`config.mk`:
```
export PLATFORM = sky130hd
export DESIGN_NAME = dmem_arbiter
export DESIGN_NICKNAME = d
export VERILOG_FILES = /design/src/rtl/dmem_arb_pkg.sv /design/src/rtl/dmem_arb_perf.sv /design/src/rtl/dmem_arbiter.sv
export SDC_FILE = /design/constraint.sdc
export NUM_CORES = 1
export LEC_CHECK = 0
export CAP_MARGIN = 25
export CELL_PAD_IN_SITES_DETAIL_PLACEMENT = 1
export CELL_PAD_IN_SITES_GLOBAL_PLACEMENT = 1
export CORE_AREA = 2 2 226 228
export DETAILED_ROUTE_END_ITERATION = 10
export DIE_AREA = 0 0 228 230
export DONT_BUFFER_PORTS = 1
export PLACE_DENSITY = 0.37
export SLEW_MARGIN = 20
export SYNTH_ARGS = -nofsm -noshare
export SYNTH_HDL_FRONTEND = slang
export SYNTH_HIERARCHICAL = 1
export SYNTH_SLANG_ARGS = --single-unit
export TNS_END_PERCENT = 100
```
`constraint.sdc`:
```
create_clock -name CLK -period 1.3 [get_ports CLK]
set_input_delay 0 -clock CLK [delete_from_list [all_inputs] [get_ports CLK]]
set_output_delay 0 -clock CLK [all_outputs]
set_load 0.1 [all_outputs]
```
`src/rtl/dmem_arb_pkg.sv`:
```
// Shared types and helpers for the data-memory port arbiter.
package dmem_arb_pkg;

  typedef enum logic {
    S_CPU = 1'b0,
    S_EXT = 1'b1
  } arb_state_e;

  localparam int DEF_ADDR_W = 64;
  localparam int DEF_DATA_W = 64;

  // Counter width for a count range of n states; a 0-bit counter is not
  // legal, so ranges of 1 or 2 both use a single bit.
  function automatic int cnt_w(input int n);
    return (n <= 2) ? 1 : $clog2(n);
  endfunction

endpackage

```
`src/rtl/dmem_arb_perf.sv`:
```
// Saturating performance counters for the data-memory arbiter: cycles the
// CPU spent stalled and external beats granted. Built only when the top is
// compiled with DMEM_ARB_PERF_EN.
module dmem_arb_perf (
  input  logic        CLK,
  input  logic        resetl,
  input  logic        stall,
  input  logic        beat,
  output logic [31:0] perf_stall_cycles,
  output logic [31:0] perf_ext_beats
);

  // Count events, holding at all-ones instead of wrapping.
  always_ff @(posedge CLK) begin
    if (resetl) begin
      perf_stall_cycles <= '0;
      perf_ext_beats    <= '0;
    end else begin
      if (stall && (perf_stall_cycles != '1))
        perf_stall_cycles <= perf_stall_cycles + 32'd1;
      if (beat && (perf_ext_beats != '1))
        perf_ext_beats <= perf_ext_beats + 32'd1;
    end
  end

endmodule

```
`src/rtl/dmem_arbiter.sv`:
```
// Data-memory port arbiter between the single-cycle CPU datapath and an
// external requester (loader / debug DMA). External bursts are capped at
// MAX_BURST beats; a pending external request waits at most STARVE_LIMIT
// cycles behind a busy CPU. Define DMEM_ARB_PERF_EN to add the
// perf_stall_cycles / perf_ext_beats counter outputs.
//
// state | meaning
// S_CPU | CPU owns the port; external request waits or is admitted
// S_EXT | external side owns the port while it keeps requesting
module dmem_arbiter import dmem_arb_pkg::*; #(
  parameter int ADDR_W       = DEF_ADDR_W,
  parameter int DATA_W       = DEF_DATA_W,
  parameter int MAX_BURST    = 4,
  parameter int STARVE_LIMIT = 8
) (
  input  logic              CLK,
  input  logic              resetl,
  input  logic              cpu_read,
  input  logic              cpu_write,
  input  logic [ADDR_W-1:0] cpu_addr,
  input  logic [DATA_W-1:0] cpu_wdata,
  output logic [DATA_W-1:0] cpu_rdata,
  output logic              cpu_stall,
  input  logic              ext_req,
  input  logic              ext_we,
  input  logic [ADDR_W-1:0] ext_addr,
  input  logic [DATA_W-1:0] ext_wdata,
  output logic              ext_gnt,
  output logic [DATA_W-1:0] ext_rdata,
  output logic              ext_rvalid,
  output logic [ADDR_W-1:0] mem_addr,
  output logic [DATA_W-1:0] mem_wdata,
  output logic              mem_read,
  output logic              mem_write,
`ifdef DMEM_ARB_PERF_EN
  output logic [31:0]       perf_stall_cycles,
  output logic [31:0]       perf_ext_beats,
`endif
  input  logic [DATA_W-1:0] mem_rdata
);

  localparam int SW = cnt_w(STARVE_LIMIT);
  localparam int BW = cnt_w(MAX_BURST);
  localparam logic [SW-1:0] STARVE_LAST = SW'(STARVE_LIMIT - 1);
  localparam logic [BW-1:0] BURST_LAST  = BW'(MAX_BURST - 1);

  arb_state_e    state, state_nxt;
  logic [SW-1:0] starve_cnt, starve_nxt;
  logic [BW-1:0] burst_cnt, burst_nxt;
  logic          cpu_req;
  logic          ext_own;

  assign cpu_req = cpu_read | cpu_write;

  // Ownership decision, next state and counter updates.
  always_comb begin
    state_nxt  = state;
    starve_nxt = starve_cnt;
    burst_nxt  = burst_cnt;
    ext_own    = 1'b0;
    case (state)
      S_CPU: begin
        if (ext_req) begin
          if (!cpu_req || (starve_cnt == STARVE_LAST)) begin
            state_nxt  = S_EXT;
            starve_nxt = '0;
            burst_nxt  = '0;
          end else begin
            // Cannot pass STARVE_LAST: reaching it forces the handover.
            starve_nxt = starve_cnt + 1'b1;
          end
        end else begin
          starve_nxt = '0;
        end
      end
      S_EXT: begin
        if (ext_req) begin
          ext_own = 1'b1;
          if (burst_cnt == BURST_LAST) state_nxt = S_CPU;
          else                         burst_nxt = burst_cnt + 1'b1;
        end else begin
          // Requester went quiet: hand the port straight back this cycle.
          state_nxt = S_CPU;
        end
      end
      default: state_nxt = S_CPU;
    endcase
  end

  // Port mux; a CPU write wins over a simultaneous read so the memory never
  // sees both strobes.
  always_comb begin
    mem_addr  = ext_own ? ext_addr  : cpu_addr;
    mem_wdata = ext_own ? ext_wdata : cpu_wdata;
    mem_read  = ext_own ? ~ext_we   : (cpu_read & ~cpu_write);
    mem_write = ext_own ? ext_we    : cpu_write;
    ext_gnt   = ext_own;
    cpu_stall = ext_own & cpu_req;
    cpu_rdata = mem_rdata;
  end

  // State, counters and the registered external read return.
  always_ff @(posedge CLK) begin
    if (resetl) begin
      state      <= S_CPU;
      starve_cnt <= '0;
      burst_cnt  <= '0;
      ext_rvalid <= 1'b0;
      ext_rdata  <= '0;
    end else begin
      state      <= state_nxt;
      starve_cnt <= starve_nxt;
      burst_cnt  <= burst_nxt;
      ext_rvalid <= ext_own & ~ext_we;
      if (ext_own && !ext_we) ext_rdata <= mem_rdata;
    end
  end

`ifdef DMEM_ARB_PERF_EN
  dmem_arb_perf u_perf (
    .CLK               (CLK),
    .resetl            (resetl),
    .stall             (cpu_stall),
    .beat              (ext_gnt),
    .perf_stall_cycles (perf_stall_cycles),
    .perf_ext_beats    (perf_ext_beats)
  );
`endif

endmodule

```
==> impl_metrics.tcl, run 1 <==
set metrics [dict create \
    synth_edf_count 0 \
    drive_above_1_share 0.766 \
    synth_area_sq_mm 0.00512 \
    rsz0062_at_grt "yes" \
    ys_async_sr_fraction 0 \
    synth_simple_gate_area_share 0.120 \
    hold_viol 71 \
    cts-buffers-inserted 9 \
    cpPeakStageDelay_ns 0.44 \
    postRouteAntennaNets 0 \
    synth.avg_cell_area_sq_um 9.71 \
    yosysUniqueCellTypes 26 \
    p_total_uw 8600 \
    drt_iter0_drc 142 \
    crit_top_cell "buf_12" \
    tritoncts "done" \
    cp_num_buf_inv 3 \
    crit_required_ns 1.30 \
    instances_no_fill 1289 \
    wl_met3_um 3420 \
    powerDensity_mw_per_mm2 976 \
    initial_utilization 0.103 \
    synth_compound_area_frac 0.0724 \
    finalCriticalPeriod_ns 1.69 \
    drt_wl_total_um 39800 \
    yosysWarnings 6 \
    core-area_sq_mm 0.0499 \
    max-clock-path-buffers 2 \
    synth_seq_cells 71 \
    m1WireLength_um 13300 \
    relSlewSlack 0.747 \
    io_buffers 0 \
    track_usage 0.145 \
    avgViaCountPerCell 3.47 \
    clk_pin_slew_ns 0.06 \
    crit_chain "nand2_8, inv_16, buf_12, buf_12, mux2_4" \
    cp_top_family "multiplexers" \
    synth_cells 527 \
    place.gp.congestion 0.967 \
    cp-end-kind "output port" \
    synth_fp_nets 856 \
    area_delta_synth_final_pct 72.3 \
    ios 587 \
    rows 82 \
    nNetsFinal 936 \
    synth_top_family_by_area "multiplexers" \
    setup_slack_ns -0.392 \
    irDropWorstVdd_v 0.000409 \
    crit_type "reg -> out" \
    fin_crit_sh 1.30 \
    min_path_type "in -> reg" \
    holdWs_ns -0.302 \
    clk_latency_ns 0.36 \
    routedWlPerCell_um 30.9 \
    postLayoutCoreUtil 0.177 \
    tightest_slew_ns 0.381 \
    antenna_found_initial 19 \
    synthXorXnorAreaFrac 0 \
    skew_ns 0.00753 \
    start_kind "flip-flop" \
    vias 4470 \
    yosys.area_share.adder 0.00734 \
    fp.dieH_um 230 \
    arrival_ns 1.69 \
    synthMuxAreaShare 0.362 \
    status "finished, violations left" \
    cts_sinks 71 \
    dieArea_sq_mm 0.0524 \
    yosysSeqAreaShare 0.278 \
    cap_viol_max_count 0 \
    slew_viol_final 0 \
    firstDrtPassIters 4 \
    hpwl_um 30100 \
    top_layer_used "met5" \
    wl_met2_um 22100 \
    clock.fmax_mhz 591 \
    final_cell_mix "mux2_4 (128), buf_4 (72), dfxtp_1 (69), buf_12 (63), a21oi_2 (53)" \
    die_x_um 228 \
    drc 0 \
    grt_pass1_vias 4568 \
    cpMaxStageDelayCell "mux2_4" \
    grt_start_max_net_pins 74 \
    post-place-cells 1224 \
    grt_overflow 0 \
    p_leak_uw 0.00337 \
    grt_pass1_wl_um 49300 \
    setup_tns_ns -56.52 \
    setup_viol 200 \
    final_common_cell "mux2_4" \
    synthFlopType "dfxtp_1" \
    crit_fanout 7 \
    clock-root-buffer "clkbuf_16" \
    violations "negative hold slack, negative setup slack" \
    htreeDepth 3 \
]
kinds of logic (layout without fill, tap and decap cells):
group                    count (synthesis)  after routing
adder cells (fa/ha/maj)                  3              3
buffers and inverters                  103            187
other                                    0              6
AND/OR/NAND/NOR                        150            150
flip-flops                              71             71
AO/OA/AOI/OAI                           72             72
multiplexers                           128            128
metal layers:
layer,global-route usage,vias to the layer above
li1,-,1890
met1,0.142,2184
met2,0.279,331
met3,0.0579,59
met4,0.0388,6
met5,0,-
layout make-up:
type | count | area (sq um)
timing repair buffer | 169 | 2530
inverter | 1 | 20.0
timing repair inverter | 2 | 27.5
tap | 672 | 841
antenna | 6 | 15.0
clock buffer | 10 | 229
multi-input combinational | 353 | 3620
fill | 5676 | 41000
sequential | 71 | 1430
clock inverter | 5 | 108
cells in the mapped netlist, types with 2 or more instances:
cell	count	share of area
buf_2	5	0.0049
nor2_1	5	0.0037
nand4b_1	2	0.0034
ha_1	3	0.0073
mux2_2	19	0.042
buf_6	3	0.0066
buf_8	11	0.032
nand2_1	134	0.098
dfxtp_1	71	0.28
nand2b_1	2	0.0024
a21oi_1	68	0.067
clkbuf_1	7	0.0051
buf_4	76	0.11
mux2_4	109	0.32
sequential cells by signal (all words and copies together), names as in the netlist:
| register | flops |
|---|---|
| state | 1 |
| starve_cnt | 3 |
| ext_rdata | 64 |
| ext_rvalid | 1 |
| burst_cnt | 2 |
final timing paths:
check / slack (ns) / cells past startpoint / to / startpoint
worst min register to register: 0.45 / 2 / ext_rdata[61]$_SDFFE_PP0P_ / ext_rdata[61]$_SDFFE_PP0P_
worst min-delay path: -0.30 / 1 / ext_rdata[10]$_SDFFE_PP0P_ / resetl
worst max-delay path: -0.39 / 5 / mem_wdata[17] / state$_SDFF_PP0_
worst max register to register: -0.24 / 8 / ext_rdata[10]$_SDFFE_PP0P_ / state$_SDFF_PP0_
timing repair:
action	CTS	global route
setup buffers	20	6
gates resized for setup	150	139
endpoints found under the hold margin	71	71
setup endpoints to repair	194	203
cloned	20	4
pin swaps	48	50
worst reg2reg max path: cells and delay by family, from the launching register on:
family                 cells  cell delay (ns)
buffers and inverters      5             0.71
AOI/OAI and AO/OA          1             0.05
DFF                        1             0.36
and+or+nand+nor            2             0.31
metrics by stage:
step	worst slack, ns	cell area, sq um
finish	-0.392	8810
global route	-0.448	8800
CTS	-0.464	8290
detailed placement	-0.144	6730
global placement	-0.101	6730
floorplan	-0.171	5130
power by group:
group | internal [uW] | switching (uW)
sequential | 2200 | 18.1
clock | 1870 | 1070
combinational | 895 | 2550
(Power assumes the default switching activity.)
==> run 2: changes to the inputs <==
==> constraint.sdc (replaced) <==
create_clock -name CLK -period 1.3 [get_ports CLK]
set_input_delay 0.195 -clock CLK [delete_from_list [all_inputs] [get_ports CLK]]
set_output_delay 0.195 -clock CLK [all_outputs]
set_load 0.1 [all_outputs]
==> impl_metrics.tcl, run 2 (synthesis results as in run 1) <==
set metrics [dict create \
    area_delta_synth_final_pct 55.2 \
    final_common_cell "mux2_4" \
    max-clock-path-buffers 2 \
    fin_crit_sh 1.46 \
    postRouteAntennaNets 0 \
    rsz0062_at_grt "yes" \
    internal-power_uw 4320 \
    crit_type "reg -> out" \
    cap_viol_max_count 0 \
    r2r_slack_ns -0.40 \
    placed_cell_area_sq_mm 0.00678 \
    violations "negative hold slack, negative setup slack" \
    cp-end-kind "output port" \
    grt_pass1_vias 4413 \
    drt_wl_total_um 39200 \
    htreeDepth 3 \
    routedWlPerCell_um 30.4 \
    p_leak_uw 0.00302 \
    min_path_type "in -> reg" \
    multi_input_area_sq_mm 0.00315 \
    relSlewSlack 0.755 \
    track_usage 0.143 \
    crit_fanout 23 \
    setup_viol 199 \
    drive_above_1_share 0.613 \
    tritoncts "done" \
    initial_utilization 0.103 \
    vias 4399 \
    place.gp.congestion 1.02 \
    min_to "ext_rdata[10]$_SDFFE_PP0P_" \
    num-fill-cells 5842 \
    regArea_sq_mm 0.00142 \
    holdWs_ns -0.104 \
    fp.dieH_um 230 \
    rr_startpoint "state$_SDFF_PP0_" \
    p_comb_frac 0.415 \
    cts_sinks 71 \
    skew_ns 0.00521 \
    finalCriticalPeriod_ns 1.90 \
    crit_chain "nand2_4, clkinv_16, buf_4, mux2_4, buf_12" \
    clock.fmax_mhz 527 \
    status "finished, violations left" \
    clock-root-buffer "clkbuf_16" \
    final_cell_mix "mux2_4 (124), nand2_1 (97), buf_4 (84), dfxtp_1 (69)" \
    dieArea_sq_mm 0.0524 \
    powerDensity_mw_per_mm2 997 \
    regToRegEndpoint "ext_rdata[63]$_SDFFE_PP0P_" \
    antenna_found_initial 47 \
    largest-register "ext_rdata" \
    ios 587 \
    arrival_ns 1.70 \
    hpwl_um 32300 \
    clk_pin_slew_ns 0.07 \
    cp_num_buf_inv 3 \
    switchingPower_uw 3600 \
    pwr-share-seq 0.279 \
    drc 0 \
    clk_latency_ns 0.36 \
    hold_viol 69 \
    drt_iter0_drc 183 \
    setup_tns_ns -88.45 \
    irDropWorstVdd_v 0.000611 \
    io_buffers 0 \
    min_path_cells 1 \
    fin_area_sq_mm 0.00794 \
    pwr-share-clk 0.305 \
    start_kind "flip-flop" \
    nNetsFinal 926 \
    switching_share 0.455 \
    worst_r2r_path_depth 10 \
    cpMaxStageDelayCell "mux2_4" \
    core-area_sq_mm 0.0499 \
    largest_reg_flops 64 \
    die_x_um 228 \
    avgViaCountPerCell 3.40 \
    cts-buffers-inserted 9 \
    cpPeakStageDelay_ns 0.34 \
    grt_pass1_wl_um 48700 \
    cp_top_family "buffers and inverters" \
    setup_slack_ns -0.598 \
    tightest_slew_ns 0.370 \
    rows 82 \
    grt_start_max_net_pins 74 \
    firstDrtPassIters 4 \
    holdCritStartpoint "resetl" \
    crit_required_ns 1.11 \
    grt_overflow 0 \
    slew_viol_final 0 \
    reg_top3 "ext_rdata (64), starve_cnt (3), burst_cnt (2)" \
]
## run 2: cell types whose count changed in the layout (fill, tap and decap cells not counted), sizes merged
cell,before,now
clkbuf,14,10
clkinv,2,4
diode,6,18
buf,164,161
bufinv,3,0
inv,3,1
clkinvlp,0,2
dlygate4sd3,1,0
## run 2: layout make-up
cell class                      instances  area share
Multi-Input combinational cell        353       0.397
Timing Repair Buffer                  161       0.274
Sequential cell                        71       0.179
Tap cell                              672       0.106
Clock buffer                           10      0.0288
Clock inverter                          6     0.00583
Antenna cell                           18     0.00567
Inverter                                1     0.00378
## run 2: worst max path at each step
stage / to / depth (start not counted) / from
6_report: mem_addr[45] / 5 / state$_SDFF_PP0_
5_1_grt: mem_addr[45] / 5 / state$_SDFF_PP0_
4_1_cts: mem_wdata[56] / 5 / state$_SDFF_PP0_
3_5_place_dp: mem_wdata[56] / 5 / state$_SDFF_PP0_
3_3_place_gp: mem_wdata[54] / 5 / state$_SDFF_PP0_
2_1_floorplan: mem_wdata[34] / 5 / state$_SDFF_PP0_
## run 2: repair_timing
item                                   CTS  global route
endpoints found under the hold margin   69            69
setup endpoints to repair              198           203
gates resized for setup                 84            29
buffers inserted                        17             1
pin swaps                                5             0
gates cloned                            11             0
## run 2: metal layers
layer | global-route usage | wire [um] | vias up
met5 | 0 | 209 | -
met4 | 0.0858 | 1760 | 30
met3 | 0.0849 | 4830 | 98
met2 | 0.264 | 21200 | 328
met1 | 0.116 | 11200 | 2067
li1 | - | - | 1876
## run 2: power groups by stage
stage	clock, uW	sequential, uW	combinational [uW]
3_3_place_gp	0	2260	3200
5_1_grt	2660	2210	3340
4_1_cts	2600	2210	3310
2_1_floorplan	0	2390	3440
6_report	2420	2210	3290
3_5_place_dp	0	2260	3200
## run 2: per-stage QoR
| step | std cells | worst slack (ns) | power, uW | util |
|---|---|---|---|---|
| 2_1_floorplan | 527 | -0.153 | 5830 | - |
| 5_1_grt | 1285 | -0.661 | 8210 | 0.159 |
| 6_report | 1292 | -0.598 | 7920 | 0.159 |
| 3_3_place_gp | 1230 | -0.286 | 5460 | 0.136 |
| 4_1_cts | 1273 | -0.640 | 8120 | 0.156 |
| 3_5_place_dp | 1230 | -0.300 | 5460 | 0.136 |
==> run 3: changes to the inputs <==
--- a/config.mk
+++ b/config.mk
@@ -8,14 +8,14 @@
 export CAP_MARGIN = 25
 export CELL_PAD_IN_SITES_DETAIL_PLACEMENT = 1
 export CELL_PAD_IN_SITES_GLOBAL_PLACEMENT = 1
-export CORE_AREA = 2 2 226 228
+export CORE_AREA = 2 2 227 229
 export DETAILED_ROUTE_END_ITERATION = 10
-export DIE_AREA = 0 0 228 230
+export DIE_AREA = 0 0 229 231
 export DONT_BUFFER_PORTS = 1
-export PLACE_DENSITY = 0.37
+export PLACE_DENSITY = 0.36
 export SLEW_MARGIN = 20
 export SYNTH_ARGS = -nofsm -noshare
 export SYNTH_HDL_FRONTEND = slang
 export SYNTH_HIERARCHICAL = 1
 export SYNTH_SLANG_ARGS = --single-unit
-export TNS_END_PERCENT = 100
+export TNS_END_PERCENT = 1
==> constraint.sdc (replaced) <==
create_clock -name CLK -period 2.2 [get_ports CLK]
set_input_delay 0.33 -clock CLK [delete_from_list [all_inputs] [get_ports CLK]]
set_output_delay 0.33 -clock CLK [all_outputs]
set_load 0.1 [all_outputs]
==> impl_metrics.tcl, run 3 (synthesis results as in run 1) <==
set metrics [dict create \
    tightest_slew_ns 0.530 \
    finalCriticalPeriod_ns 2.17 \
    final_common_cell "nand2_1" \
    status "complete, no violations" \
    antenna_found_initial 38 \
    arrival_ns 1.84 \
    ios 587 \
    rsz0062_at_grt "yes" \
    core-area_sq_mm 0.0507 \
    hold_viol 0 \
    crit_type "reg -> out" \
    clock.fmax_mhz 461 \
    drt_wl_total_um 34300 \
    track_usage 0.123 \
    clk_pin_slew_ns 0.06 \
    num-fill-cells 6005 \
    rows 83 \
    firstDrtPassIters 4 \
    final_cell_mix "nand2_1 (134), mux2_4 (109), buf_4 (75), dfxtp_1 (71), a21oi_1 (68)" \
    initial_utilization 0.101 \
    largest_reg_flops 64 \
    hpwl_um 29500 \
    start_kind "flip-flop" \
    nNetsFinal 865 \
    setup_viol 0 \
    dieArea_sq_mm 0.0529 \
    crit_required_ns 1.87 \
    area_delta_synth_final_pct 27.8 \
    fin_crit_sh 0.987 \
    slew_viol_final 0 \
    p_leak_uw 0.00240 \
    multi_input_area_sq_mm 0.00288 \
    cts_sinks 71 \
    grt_overflow 0 \
    max-clock-path-buffers 2 \
    grt_start_max_net_pins 74 \
    min_path_type "in -> reg" \
    drt_iter0_drc 170 \
    place.gp.congestion 1.03 \
    relSlewSlack 0.648 \
    drc 0 \
    grt_pass1_vias 3963 \
    cp-end-kind "output port" \
    skew_ns 0.00506 \
    crit_fanout 25 \
    post-place-cells 1202 \
    postRouteAntennaNets 0 \
    drive_above_1_share 0.458 \
    clk_latency_ns 0.36 \
    largest-register "ext_rdata" \
    grt_pass1_wl_um 42500 \
    htreeDepth 3 \
    die_x_um 229 \
    cap_viol_max_count 0 \
    vias 4126 \
    holdWs_ns 0.0480 \
    avgViaCountPerCell 3.35 \
    reg_top3 "ext_rdata (64), starve_cnt (3), burst_cnt (2)" \
    powerDensity_mw_per_mm2 709 \
    instances_no_fill 1233 \
    clock-root-buffer "clkbuf_16" \
    io_buffers 0 \
    pre_cts_ws_ns 0.311 \
    regArea_sq_mm 0.00142 \
    setup_slack_ns 0.0288 \
    fp.dieH_um 231 \
    tritoncts "done" \
    cts-buffers-inserted 9 \
    setup_tns_ns 0 \
    irDropWorstVdd_v 0.000344 \
    postCtsSetupBuffers 0 \
    routedWlPerCell_um 27.8 \
]
-- run 3: cell count changes in the layout (fill, tap and decap cells not counted), moves of 16 or more --
cell     delta
a21oi_1    +16
nand2_2    -36
nand2_1    +37
buf_12     -31
-- run 3: critical path: stages, from the launching register on --
cell and delay (ns):
dfxtp_1 0.33, nand2_4 0.15, clkinv_16 0.13, buf_12 0.22
mux2_2 0.59
-- run 3: stage by stage --
stage	power, uW	area, sq um	utilization
after floorplan	3440	5120	-
after global placement	3090	6150	0.121
after detailed placement	3090	6150	0.121
after CTS	4750	6480	0.128
after global routing	4820	6520	0.129
final	4640	6540	0.129
-- run 3: layer usage --
metal / wire length, um / vias up / track usage / share of wire
met1: 10500 / 1913 / 0.109 / 0.31
li1: - / 1734 / - / -
met3: 4620 / 92 / 0.0797 / 0.13
met5: 228 / - / 0 / 0.0066
met2: 17800 / 353 / 0.221 / 0.52
met4: 1220 / 34 / 0.0511 / 0.036
-- run 3: final timing paths --
check / slack (ns) / depth (start not counted) / end / startpoint
setup / recovery: 0.03 / 4 / mem_wdata[44] / state$_SDFF_PP0_
hold / removal: 0.05 / 1 / ext_rdata[44]$_SDFFE_PP0P_ / resetl
setup reg to reg: 0.48 / 5 / ext_rdata[62]$_SDFFE_PP0P_ / state$_SDFF_PP0_
hold reg to reg: 0.45 / 2 / ext_rdata[39]$_SDFFE_PP0P_ / ext_rdata[39]$_SDFFE_PP0P_
-- run 3: area by class of cell --
cell class / count / area share
multi-input cells: 353 / 0.440
flip-flops and latches: 71 / 0.217
repair buffers: 100 / 0.157
well taps: 680 / 0.130
clock buffers: 9 / 0.0344
clock inverters: 7 / 0.0122
inverters: 1 / 0.00459
diodes: 12 / 0.00459
-- run 3: timing repair --
item / in CTS / in global routing
gates resized for setup: 3 / 1
endpoints found under the hold margin: 1 / 3
endpoints found under the setup margin: 76 / 56
hold buffers: 1 / 2
pin swaps: 0 / 0
-- run 3: power by group --
group	leakage [uW]	total, uW	switching [uW]	internal, uW
clock	0.000148	1580	685	895
combinational	0.00168	1750	1420	337
sequential	0.000573	1300	5.12	1300
